==> src/rtl/sha3_padder.sv <==
// SHA3-256 message padder: packs 64-bit words into 1088-bit rate blocks,
// applies 0x06..0x80 padding and paces block issue on the core's hash_next.
module sha3_padder (
    input  logic          clk,
    input  logic          rst,
    input  logic [63:0]   din,
    input  logic          din_valid,
    input  logic          din_last,
    input  logic [3:0]    din_bytes,
    output logic          din_ready,
    output logic [1087:0] blk,
    output logic          blk_valid,
    output logic          blk_more,
    input  logic          hash_next
);

    localparam int unsigned RATE_W     = 1088;
    localparam int unsigned RATE_BYTES = 136;
    localparam int unsigned WCNT_W     = 5;
    localparam int unsigned POS_W      = 8;
    localparam int unsigned IDX_W      = 11;

    typedef enum logic [1:0] {
        ST_FILL = 2'd0,
        ST_PAD  = 2'd1,
        ST_SEND = 2'd2
    } state_t;

    state_t              state_q, state_d;
    logic [RATE_W-1:0]   buf_q, buf_d;
    logic [WCNT_W-1:0]   wcnt_q, wcnt_d;
    logic [POS_W-1:0]    pos_q, pos_d;
    logic                credit_q, credit_d;
    logic                extra_q, extra_d;
    logic                more_q, more_d;
    logic                blk_valid_q;

    logic                send_c;
    logic                accept_c;
    logic [3:0]          nbytes_c;
    logic [IDX_W-1:0]    base_c;

    assign din_ready = (state_q == ST_FILL) && !rst;
    assign blk       = buf_q;
    assign blk_more  = more_q;
    assign blk_valid = blk_valid_q;

    // Next-state logic for buffer, counters and flags
    always_comb begin
        state_d  = state_q;
        buf_d    = buf_q;
        wcnt_d   = wcnt_q;
        pos_d    = pos_q;
        extra_d  = extra_q;
        more_d   = more_q;
        send_c   = (state_q == ST_SEND) && credit_q;
        accept_c = din_valid && din_ready;
        credit_d = hash_next | (credit_q & ~send_c);
        nbytes_c = din_bytes[3] ? 4'd8 : din_bytes;
        base_c   = {wcnt_q, 6'b000000};

        case (state_q)
            ST_FILL: begin
                if (accept_c) begin
                    for (int j = 0; j < 8; j++) begin
                        if (!din_last || (4'(j) < nbytes_c)) begin
                            buf_d[base_c + IDX_W'(8 * j) +: 8] = din[8*j +: 8];
                        end
                    end
                    if (din_last) begin
                        pos_d   = {wcnt_q, 3'b000} + {4'b0000, nbytes_c};
                        state_d = ST_PAD;
                    end else if (wcnt_q == WCNT_W'(16)) begin
                        more_d  = 1'b1;
                        state_d = ST_SEND;
                    end else begin
                        wcnt_d = wcnt_q + WCNT_W'(1);
                    end
                end
            end
            ST_PAD: begin
                // XOR merge makes p = 135 collapse to the single 0x86 byte
                if (pos_q < POS_W'(RATE_BYTES)) begin
                    buf_d[{pos_q, 3'b000} +: 8] = buf_q[{pos_q, 3'b000} +: 8] ^ 8'h06;
                    buf_d[RATE_W-1 -: 8]        = buf_d[RATE_W-1 -: 8] ^ 8'h80;
                    more_d = 1'b0;
                end else begin
                    more_d  = 1'b1;
                    extra_d = 1'b1;
                end
                state_d = ST_SEND;
            end
            ST_SEND: begin
                if (send_c) begin
                    buf_d  = '0;
                    wcnt_d = '0;
                    if (extra_q) begin
                        buf_d[7:0]           = 8'h06;
                        buf_d[RATE_W-1 -: 8] = 8'h80;
                        more_d  = 1'b0;
                        extra_d = 1'b0;
                    end else begin
                        state_d = ST_FILL;
                    end
                end
            end
            default: state_d = ST_FILL;
        endcase
    end

    always_ff @(posedge clk or posedge rst) begin
        if (rst) begin
            state_q     <= ST_FILL;
            buf_q       <= '0;
            wcnt_q      <= '0;
            pos_q       <= '0;
            credit_q    <= 1'b1;
            extra_q     <= 1'b0;
            more_q      <= 1'b0;
            blk_valid_q <= 1'b0;
        end else begin
            state_q     <= state_d;
            buf_q       <= buf_d;
            wcnt_q      <= wcnt_d;
            pos_q       <= pos_d;
            credit_q    <= credit_d;
            extra_q     <= extra_d;
            more_q      <= more_d;
            blk_valid_q <= (state_d == ST_SEND) && credit_d;
        end
    end

endmodule

==> config.mk <==
export PLATFORM = sky130hd
export DESIGN_NAME = sha3_padder
export DESIGN_NICKNAME = d
export VERILOG_FILES = /design/src/rtl/sha3_padder.sv
export SDC_FILE = /design/constraint.sdc
export NUM_CORES = 2
export LEC_CHECK = 0
export CORE_AREA = 2 2 452 454
export DETAILED_ROUTE_END_ITERATION = 10
export DIE_AREA = 0 0 454 456
export PLACE_DENSITY_LB_ADDON = 0.08
export SLEW_MARGIN = 20
export SYNTH_ARGS = -nofsm -noshare
export SYNTH_HDL_FRONTEND = slang
export SYNTH_SLANG_ARGS = --single-unit
==> constraint.sdc <==
create_clock -name clk -period 52.7 [get_ports clk]
set_input_delay 15.81 -clock clk [delete_from_list [all_inputs] [get_ports clk]]
set_output_delay 15.81 -clock clk [all_outputs]
set_load 0.01 [all_outputs]
Yosys cells after proc, flatten, opt, wreduce, memory -nomap -nowiden
Index checks and enable logic that the tools add are counted.

operators by class
  $add $sub $neg = 18
  bitwise operators = 5
  equal/unequal tests = 12
  order comparisons = 9
  reduce and logical (&&, ||, !) cells = 23
  shift operators = 19
  muxes and demuxes = 59

operators by type and width
  cell                       count
  $mux 1088                  25
  $bwmux 1088                9
  $shift 8x13->1088 const A  9
  $shiftx 8x13->1088         9
  $pmux 1088 s3              1
  $shiftx 1088x12->8         1
  $neg 11->13                9
  $add 11x6->11 const B      4
  $add 11x5->11 const B      2
  $mux 5                     4
  $lt 3x4->1 const A         4
  $ne 2x2->1 const B         7
  $add 11x4->11 const B      1
  $mux 2                     5
  $pmux 5 s2                 1
  $add 8x4->8                1
  $logic_or 1x1->1           8
  $lt 1x4->1 const A         2
  $lt 2x4->1 const A         2
  $lt 8x8->1 const B         1
  $mux 1                     8
  $mux 8                     1
  $pmux 2 s3                 1
  $reduce_and 3->1           2
  other kinds (21)           28

storage, ports and cells
  output and inout bits = 1091
  logic and storage cells = 153
  register bits = 1107
  input port bits = 73

Logic depth before layout (Yosys ltp)
  word-level depth = 34
  mapped depth = 21
  gate-level depth less buffers = 12

Worst setup path before layout
Ideal clock, no wire load.

  kind = input-to-reg
  from = in rst
  to = reg wcnt_q[3]
  setup time = 0.136 ns
  stages = 6
  path buffers = 0
  data required time = 52.564 ns
  path slack = 10.889 ns
  arrival time = 41.675 ns
  cell sequence = inv_1 > and3_1 > nor3b_1 > a21oi_1 > o31ai_1 > o41ai_1

between the ends
  cells in the longest elaborated chain, start to end = 5

ends and longest elaborated chain
  element                     line  text
  from (decl)                 5     input logic rst,
  $logic_not 1->1 (no line)   --
  $logic_and 1x1->1           43    assign din_ready = (state_q == ST_FILL) && !rst;
  $logic_and 1x1->1           57    accept_c = din_valid && din_ready;
  $ne 2x2->1 (no line)        --
  $reduce_and 5->1 (no line)  --
  to (signal assigned)        124   wcnt_q <= wcnt_d;
  to (decl)                   31    logic [WCNT_W-1:0] wcnt_q, wcnt_d;

Every way passes these cells.
A chain may end at the register's enable or synchronous reset.

Worst setup path in the final report
  from = in rst
  to = out din_ready

between the ends
  cells in the longest elaborated chain, start to end = 2

ends and longest elaborated chain
  element                    line  text
  $logic_not 1->1 (no line)  --
  $logic_and 1x1->1          43
  to (decl)                  10    output logic din_ready,

Every way passes these cells.

==> impl_metrics.json <==
{
  "r2r_cells": 10,
  "startpoint_type": "input port",
  "detail_route.iter0.violations": 10300,
  "crit_arrival_ns": 17.09,
  "chipWidth_microns": 454,
  "rsz0062_at_grt": "no",
  "place.gp.congestion": 1.04,
  "r2r_slack_ns": 45.37,
  "p_leak_uw": 0.0297,
  "drive_above_1_share_pct": 11.0,
  "relSlewSlack_pct": 8.76,
  "overflow": 0,
  "synth.distinct_cells": 97,
  "cts_setup_buffers": 0,
  "cts_hold_buf": 0,
  "endpoint": "din_ready",
  "grt_pass1_wl_microns": 636000,
  "rows": 165,
  "dieArea_sq_mm": 0.207,
  "route.detailed.drc": 0,
  "min_period_ns": 32.90,
  "clockBufferDepth": 3,
  "grt_util_all_layers_pct": 45.8,
  "die_y_microns": 456,
  "clock_latency_ns": 0.84,
  "avgSynthCellArea_sq_um": 10.2,
  "fin_ws_ns": 19.80,
  "worstReg2RegStart": "pos_q[0]",
  "start_util_pct": 29.3,
  "synth-edff-count": 0,
  "setup_tns_ns": 0,
  "dp_slack_ns": 19.79,
  "dp_hpwl_microns": 366000,
  "crit_type": "in -> out",
  "finalSetupViolCount": 0,
  "irDropWorstVdd_mv": 0.0542,
  "route.antenna.remaining_nets": 0,
  "max_freq_mhz": 30.4,
  "vias": 67200,
  "port_buffers": 1163,
  "cts_resized": 0,
  "ys_seq_area_share_pct": 46.9,
  "end_kind": "output port",
  "wl_per_cell_microns": 51.0,
  "syn_area_sq_mm": 0.0591,
  "areaGrowthSynthToFinish_pct": 32.7,
  "drv_cap": 0,
  "cp_max_fo": 3,
  "cp.required_ns": 36.89,
  "cts_tree": "done",
  "ios": 1164,
  "core_area_sq_mm": 0.202,
  "n_fill_cell": 20000,
  "finalNetCount": 6923,
  "antenna_found_initial": 49,
  "dr.pass1.iters": 6,
  "power_density_mw_per_mm2": 52.3,
  "drt_wl_total_microns": 491000,
  "cts_made_buffers": 137,
  "clock-sinks": 1107,
  "hp-class": "reg -> reg",
  "grt_max_degree": 162,
  "ys_ff_latch": 1107,
  "setup.worst_path.start": "rst",
  "ys.flop_type": "dfrtp_1",
  "fin_skew_ns": 0.0310,
  "h-tree-depth": 4,
  "fin_crit_sh_pct": 62.4,
  "ys_warn_count": 0,
  "first_global_vias": 63000,
  "worst_slew_pin_slew_ns": 1.37,
  "synthCells": 5782,
  "hold_viol": 0,
  "cts_root_buf": "clkbuf_16",
  "outcome": "finished, final reports clean",
  "clkTransAtPathRegs_ns": 0.06,
  "async_flop_share_pct": 100,
  "viasPerCell": 6.97,
  "syn_nets": 5872,
  "finalPower_uw": 4100,
  "slew_violations": 0
}
[where the power goes]
part | switching [uW] | leakage, uW | internal, uW
Combinational | 1650 | 0.0121 | 425
Sequential | 127 | 0.0154 | 910
Clock | 419 | 0.00223 | 568
[worst min path at each step]
| stage | cells after the start | startpoint | slack, ns | to |
|---|---|---|---|---|
| floorplan | 2 | flop | 0.52 | flop |
| global placement | 2 | flop | 0.49 | flop |
| detailed placement | 2 | flop | 0.50 | flop |
| CTS | 2 | flop | 0.52 | flop |
| global route | 2 | flop | 0.54 | flop |
| finish | 2 | flop | 0.52 | flop |
[layout by cell type (no fill, tap or decap), types with 145 or more instances in the layout]
cell | netlist | layout
nand3_1 | 199 | 198
a32oi_1 | 256 | 256
clkbuf_16 | 0 | 145
clkdlybuf4s50_1 | 0 | 1148
dfrtp_1 | 1106 | 1099
nor2_1 | 323 | 309
buf_4 | 27 | 196
o221ai_1 | 273 | 273
o21ai_0 | 870 | 870
mux4_2 | 211 | 211
a22oi_1 | 544 | 544
nand2_1 | 674 | 672
[worst max-delay path, cell delays in order]
cell	delay, ns
clkdlybuf4s50_1	0.53
nor2_1	0.18
clkdlybuf4s50_1	0.57
[layout make-up]
| cell class | instances | area [sq um] | area share (%) |
|---|---|---|---|
| multi-input cells | 4191 | 29400 | 37.5 |
| clock inverters | 32 | 319 | 0.407 |
| diodes | 27 | 67.6 | 0.0862 |
| repair buffers | 1369 | 13200 | 16.9 |
| clock buffers | 209 | 4200 | 5.35 |
| flip-flops and latches | 1107 | 27700 | 35.3 |
| inverters | 27 | 110 | 0.140 |
| well taps | 2672 | 3340 | 4.26 |
[per-layer routing]
metal	track usage [%]	vias to the layer above	part of all wire [%]	wire length [microns]
met5	0	-	0.027	134
met4	37.6	18	10	49800
met3	12.6	1491	11	52700
met2	67.8	5969	43	211000
met1	55.5	34800	36	177000
li1	-	24800	-	-
[cells by family (layout without fill, tap and decap cells)]
| group | Yosys count | count (layout) | share of synthesized area [%] |
|---|---|---|---|
| compound gates | 2296 | 2296 | 26.3 |
| simple gates | 1485 | 1485 | 11.1 |
| flops | 1107 | 1107 | 46.9 |
| buf+inv | 484 | 1637 | 3.86 |
| mux | 387 | 387 | 11.4 |
| fa+ha+maj | 17 | 17 | 0.360 |
| xor+xnor | 6 | 6 | 0.0889 |
| other cells | 0 | 27 | 0 |
[Yosys cell counts (19+ instances only)]
| cell type | n | area (sq um) |
|---|---|---|
| dfrtp_1 | 1106 | 27700 |
| o21ai_0 | 870 | 4350 |
| nand2_1 | 674 | 2530 |
| a22oi_1 | 544 | 4080 |
| nor2_1 | 323 | 1210 |
| clkbuf_1 | 286 | 1070 |
| o221ai_1 | 273 | 2390 |
| a32oi_1 | 256 | 2240 |
| mux4_2 | 211 | 4750 |
| nand3_1 | 199 | 996 |
| mux2i_1 | 144 | 1440 |
| a21oi_1 | 111 | 556 |
| nor3_1 | 77 | 385 |
| buf_2 | 58 | 290 |
| buf_1 | 49 | 184 |
| o31ai_1 | 34 | 255 |
| or3_1 | 31 | 194 |
| buf_4 | 27 | 203 |
| nand4_1 | 27 | 169 |
| o21ai_1 | 27 | 135 |
| nor2b_1 | 23 | 144 |
| o211ai_1 | 23 | 173 |
| and2_1 | 22 | 138 |
| buf_6 | 21 | 236 |
| nand2b_1 | 21 | 131 |
| inv_1 | 20 | 75.1 |
| and3_1 | 19 | 119 |
| mux2_2 | 19 | 214 |
[per-stage QoR]
step	hold slack, ns	std cells	utilization, %	instance area (sq um)
floorplan	0.525	5782	-	59100
detailed placement	0.499	9366	36.6	73800
global route	0.540	9612	38.9	78400
CTS	0.520	9607	38.8	78300
global placement	0.494	9363	36.6	73700
finish	0.525	9634	38.9	78400
Power figures use the tool's default switching activity.
